**src/rtl/regfile_pkg.sv**
```systemverilog
// Shared types, default sizes and port-slicing helper for the multi-port register file.
package regfile_pkg;
   typedef enum logic {CLEAR, RUN} rf_state_e;

   localparam int DATA_W_DEF = 32;
   localparam int ADDR_W_DEF = 5;
   localparam int NUM_RD_DEF = 2;

   // Base bit of port k inside a flattened bus of w-bit fields.
   function automatic int rd_slice(input int k, input int w = DATA_W_DEF);
      return k * w;
   endfunction
endpackage

```
**src/rtl/regfile_clear_seq.sv**
```systemverilog
// Post-reset clear sequencer: walks idx 1..DEPTH-1 writing zeros, then raises ready.
module regfile_clear_seq
   import regfile_pkg::*;
#(
   parameter int ADDR_W = ADDR_W_DEF
) (
   input  logic              clk,
   input  logic              rst,
   output logic              clr_we,
   output logic [ADDR_W-1:0] clr_addr,
   output logic              ready
);
   rf_state_e         state_q;
   logic [ADDR_W-1:0] idx_q;
   logic              ready_q;

   always_ff @(posedge clk) begin
      if (rst) begin
         state_q <= CLEAR;
         idx_q   <= ADDR_W'(1);
         ready_q <= 1'b0;
      end else begin
         case (state_q)
            CLEAR: begin
               idx_q <= idx_q + ADDR_W'(1);
               if (idx_q == {ADDR_W{1'b1}}) begin
                  state_q <= RUN;
                  ready_q <= 1'b1;
               end
            end
            RUN: ;
            default: state_q <= CLEAR;
         endcase
      end
   end

   assign clr_we   = (state_q == CLEAR);
   assign clr_addr = idx_q;
   assign ready    = ready_q;
endmodule

```
**src/rtl/regfile_mp.sv**
```systemverilog
// Multi-port register file: two write ports (port 1 wins), NUM_RD read ports with
// optional write bypass, pending scoreboard mask and a debug read tap.
module regfile_mp
   import regfile_pkg::*;
#(
   parameter int DATA_W = DATA_W_DEF,
   parameter int ADDR_W = ADDR_W_DEF,
   parameter int NUM_RD = NUM_RD_DEF,
   parameter int BYPASS = 1
) (
   input  logic                     clk,
   input  logic                     rst,
   output logic                     ready,
   input  logic [NUM_RD*ADDR_W-1:0] ra,
   output logic [NUM_RD*DATA_W-1:0] rd,
   input  logic                     we0,
   input  logic [ADDR_W-1:0]        wa0,
   input  logic [DATA_W-1:0]        wd0,
   input  logic                     we1,
   input  logic [ADDR_W-1:0]        wa1,
   input  logic [DATA_W-1:0]        wd1,
   input  logic                     pend_set,
   input  logic [ADDR_W-1:0]        pend_addr,
   output logic [(2**ADDR_W)-1:0]   pend_q,
   input  logic [ADDR_W-1:0]        dbg_sel,
   output logic [DATA_W-1:0]        dbg_data
);
   localparam int DEPTH = 2**ADDR_W;

   logic [DATA_W-1:0] rf_q [DEPTH];
   logic [DEPTH-1:0]  pend_d;
   logic              clr_we;
   logic [ADDR_W-1:0] clr_addr;
   logic              run;
   logic              wr0_ok, wr1_ok;

   regfile_clear_seq #(.ADDR_W(ADDR_W)) u_seq (
      .clk      (clk),
      .rst      (rst),
      .clr_we   (clr_we),
      .clr_addr (clr_addr),
      .ready    (ready)
   );

   assign run    = ready & ~rst;
   assign wr1_ok = run & we1 & (wa1 != '0);
   // Port 0 backs off on an address collision so only wd1 lands.
   assign wr0_ok = run & we0 & (wa0 != '0) & ~(we1 & (wa1 == wa0));

   always_ff @(posedge clk) begin
      if (clr_we) begin
         rf_q[clr_addr] <= '0;
      end else begin
         if (wr0_ok) rf_q[wa0] <= wd0;
         if (wr1_ok) rf_q[wa1] <= wd1;
      end
   end

   // Clear on writeback first, then set, so a newly issued producer wins.
   always_comb begin
      pend_d = pend_q;
      if (run) begin
         if (we0)      pend_d[wa0]       = 1'b0;
         if (we1)      pend_d[wa1]       = 1'b0;
         if (pend_set) pend_d[pend_addr] = 1'b1;
      end
      pend_d[0] = 1'b0;
   end

   always_ff @(posedge clk) begin
      if (rst) pend_q <= '0;
      else     pend_q <= pend_d;
   end

   for (genvar k = 0; k < NUM_RD; k++) begin : g_rd
      logic [ADDR_W-1:0] a;
      logic [DATA_W-1:0] v;
      assign a = ra[rd_slice(k, ADDR_W) +: ADDR_W];
      always_comb begin
         v = rf_q[a];
         if (BYPASS != 0) begin
            if (run && we1 && wa1 == a)      v = wd1;
            else if (run && we0 && wa0 == a) v = wd0;
         end
         if (!ready || a == '0) v = '0;
      end
      assign rd[rd_slice(k, DATA_W) +: DATA_W] = v;
   end

   assign dbg_data = (!ready || dbg_sel == '0) ? '0 : rf_q[dbg_sel];
endmodule
```
**config.mk**
```make
export PLATFORM = sky130hd
export DESIGN_NAME = regfile_mp
export DESIGN_NICKNAME = d
export VERILOG_FILES = /design/src/rtl/regfile_pkg.sv /design/src/rtl/regfile_clear_seq.sv /design/src/rtl/regfile_mp.sv
export SDC_FILE = /design/constraint.sdc
export NUM_CORES = 2
export LEC_CHECK = 0
export ABC_CLOCK_PERIOD_IN_PS = 12160
export BUFFER_PORTS_ARGS = -buffer_cell sky130_fd_sc_hd__buf_2
export CORE_UTILIZATION = 45
export CTS_CLUSTER_SIZE = 30
export DETAILED_ROUTE_END_ITERATION = 10
export PLACE_DENSITY = 0.62
export SLEW_MARGIN = 15
export SYNTH_ARGS = -nofsm -noshare
export SYNTH_HDL_FRONTEND = slang
export SYNTH_SLANG_ARGS = --single-unit
```
**constraint.sdc**
```tcl
create_clock -name clk -period 12.16 [get_ports clk]
set_input_delay 0.608 -clock clk [delete_from_list [all_inputs] [get_ports clk]]
set_output_delay 0.608 -clock clk [all_outputs]
set_load 0.02 [all_outputs]
```
==> run metrics <==
Hold Startpoint pend_addr[0]; Cells after Synth 5942; DRT iter0 DRCs 11400; hold-fix buffers at CTS 0; FF-to-FF Start u_seq.state_q$_SDFF_PP0_; Net Sw Frac 25.7%; Slew @ Worst Pin 1340 ps; WL/cell 38.3 microns; R2R depth 7; Sequential Power Share 46.7%; Critical R2R Capture rf_q[25][11]$_DFFE_PP_; Async SR Flop Fraction 0%; routed vias/inst around 7.4; gr ovfl total 0; max_slew headroom 10.3%; setup TNS 0 ps; initial core utilization between 40% and 50%; MaxCap Viol Count 0; CP max FO 74; final setup fails 0; die height 397 microns; highest-count cells in the layout ignoring fill and taps nand2_1, edfxtp_1, o21ai_0; startpoint types input pin; DR vias 57800; final WL 299 mm; status complete, no violations; Setup CP Type input pin to output port; Clock power frac 43.0%; Top FF cell, synth edfxtp_1; Psw 2.24 mW; Synth Net Count 6043; Rows approximately 140; commonest non-fill, non-tap cell in the layout nand2_1; Final Net Count approximately 5800; clk root buf clkbuf_16; final worst path period share a little under half; register area share after synthesis 44.8%; Final GP Congestion 0.912; post-synthesis average cell area between 10 and 15 sq um; Final Hold Viols 0; PortBufs 226; num ports 228; total track usage 37.4%; YS warnings 0; Pins Over Slew Limit 0; CTS buffer count 117; Combinational Power Share 10.2%; CP arrival 5210 ps; Post-synth EDFFs 1024; cell area after layout 0.0765 sq mm; initial antenna violation count 22; CTS tree built; clock skew 54.7 ps; Setup Fix Bufs, Post-CTS 0; flop and latch count out of synthesis 1062; Fill cells around 13000; DRT antenna net count 0; R2R Setup Slk 7060 ps; Cell variety after synth 65; Crit. Startpoint ra[0]; clk_lat worst skew 800 ps; Worst IR Drop VDD 0.136 mV; Endpoint, Worst Hold pend_q[22]$_SDFFE_PP0N_; vias in the first global route 54400; die width 397 microns; unrepaired setup endpoints after global routing no; Cell Area, Placed 0.0726 sq mm; Hold Path Stages 4; Post-route DRC 0; design internal power between 6 and 7 mW; Req. time, crit path 11550 ps; Bufs on Longest Clock Path 3; ratio of cells with drive above 1 in the final layout 24.9%; Clk pin slew, worst setup/hold paths around 60 ps; worst slack, placed 6270 ps; HPWL after DPL 164 mm; Core ar. 0.155 sq mm; final core occ 49.5%; post-CTS sizing 0; Post-Syn Area 0.0703 sq mm; Worst setup EP type output port; leakage 22.6 nW; drt pass-1 iters 6; first-pass GRT wire length 415 mm; area growth from synthesis to layout 8.83%; worst min path class input pin to flop; die area approximately 0.16 sq mm; power density cells 114 mW/mm^2; Tot Pwr 8.73 mW; fmax approximately 0.17 GHz; largest net degree at the start of global routing 106; worst setup margin 6340 ps; # clock sinks 1062; H-tree levels 3; min Tclk post-route a little under 6000 ps
cells in the mapped netlist (5+ instances only):
master / instances / area (sq um)
and3_1: 8 / 50.1
inv_1: 116 / 435
nor2_1: 70 / 263
o2111ai_1: 32 / 280
dfxtp_1: 38 / 761
clkbuf_2: 7 / 35.0
or3_1: 33 / 206
clkbuf_1: 506 / 1900
nand2_1: 1068 / 4010
a21oi_1: 101 / 505
a32oi_1: 19 / 166
mux2i_1: 274 / 2740
nand3b_1: 9 / 67.6
o221ai_1: 158 / 1380
a22oi_1: 58 / 435
nand4_1: 97 / 607
buf_1: 68 / 255
nand3_1: 11 / 55.1
edfxtp_1: 1024 / 30700
or3b_2: 33 / 289
o21ai_1: 19 / 95.1
nor3_1: 45 / 225
buf_2: 153 / 766
o21bai_1: 17 / 128
o22ai_1: 80 / 500
xnor2_1: 16 / 140
buf_4: 42 / 315
o21ai_0: 976 / 4880
a31oi_1: 17 / 106
mux4_2: 762 / 17200
nor3b_1: 10 / 75.1
and3b_1: 5 / 43.8
xor2_1: 11 / 96.3
worst max path at each step:
stage | to | slack, ps | depth (start not counted)
after floorplan | rf_q[20][0]$_DFFE_PP_ | 7980 | 8
after global placement | rd[18] | 6300 | 9
after detailed placement | rd[18] | 6270 | 9
after CTS | rd[18] | 6280 | 9
after global routing | rd[18] | 6120 | 9
final | rd[19] | 6340 | 9
final cells by class:
type	instances	area [sq um]	share of cell area [%]
Antenna cell	8	20.0	0.0262
Clock buffer	141	3060	4.00
Clock inverter	75	848	1.11
Inverter	117	442	0.577
Multi-Input combinational cell	3984	35700	46.7
Sequential cell	1062	31500	41.2
Tap cell	2044	2560	3.34
Timing Repair Buffer	370	2370	3.10
power groups by stage:
stage / clock network [mW] / logic, mW / registers, mW
2_1_floorplan: 0 / 0.586 / 4.13
3_3_place_gp: 0 / 0.858 / 4.15
3_5_place_dp: 0 / 0.863 / 4.15
4_1_cts: 3.74 / 0.866 / 4.08
5_1_grt: 3.86 / 0.910 / 4.08
6_report: 3.76 / 0.893 / 4.08
state kept, by name, indices dropped and copies added (netlist names):
| name | count |
|---|---|
| u_seq.clr_addr | 5 |
| u_seq.state_q | 1 |
| rf_q | 1024 |
| u_seq.ready | 1 |
| pend_q | 31 |
metal layers:
layer / share of wire [%] / vias up / track usage [%]
met1: 33 / 28100 / 48.7
met5: 0.035 / - / 0
met2: 42 / 5732 / 53.0
met3: 17 / 1264 / 13.8
li1: - / 22600 / -
met4: 7.4 / 16 / 22.7
logic make-up after synthesis:
group | after synthesis | share of synthesized area [%]
AO/OA/AOI/OAI | 1489 | 12.3
AND/OR/NAND/NOR | 1426 | 8.85
flip-flops | 1062 | 44.8
multiplexers | 1039 | 28.4
buffers and inverters | 896 | 5.32
XOR/XNOR | 27 | 0.336
adder cells (fa/ha/maj) | 2 | 0.0356
other | 1 | 0.00533
worst max-delay path, cell delays in order:
cell       delay [ps]
buf_8             480
buf_12            640
buf_4             560
buf_4             800
mux4_2            610
mux4_2            470
nand4_1           100
o2111ai_1         390
buf_2             320
stage by stage:
stage / instances / hold WS [ps]
global route: 7794 / 356
detailed placement: 7576 / 481
CTS: 7792 / 340
global placement: 7575 / 483
floorplan: 5942 / 492
finish: 7801 / 337
Power figures use the tool's default switching activity.
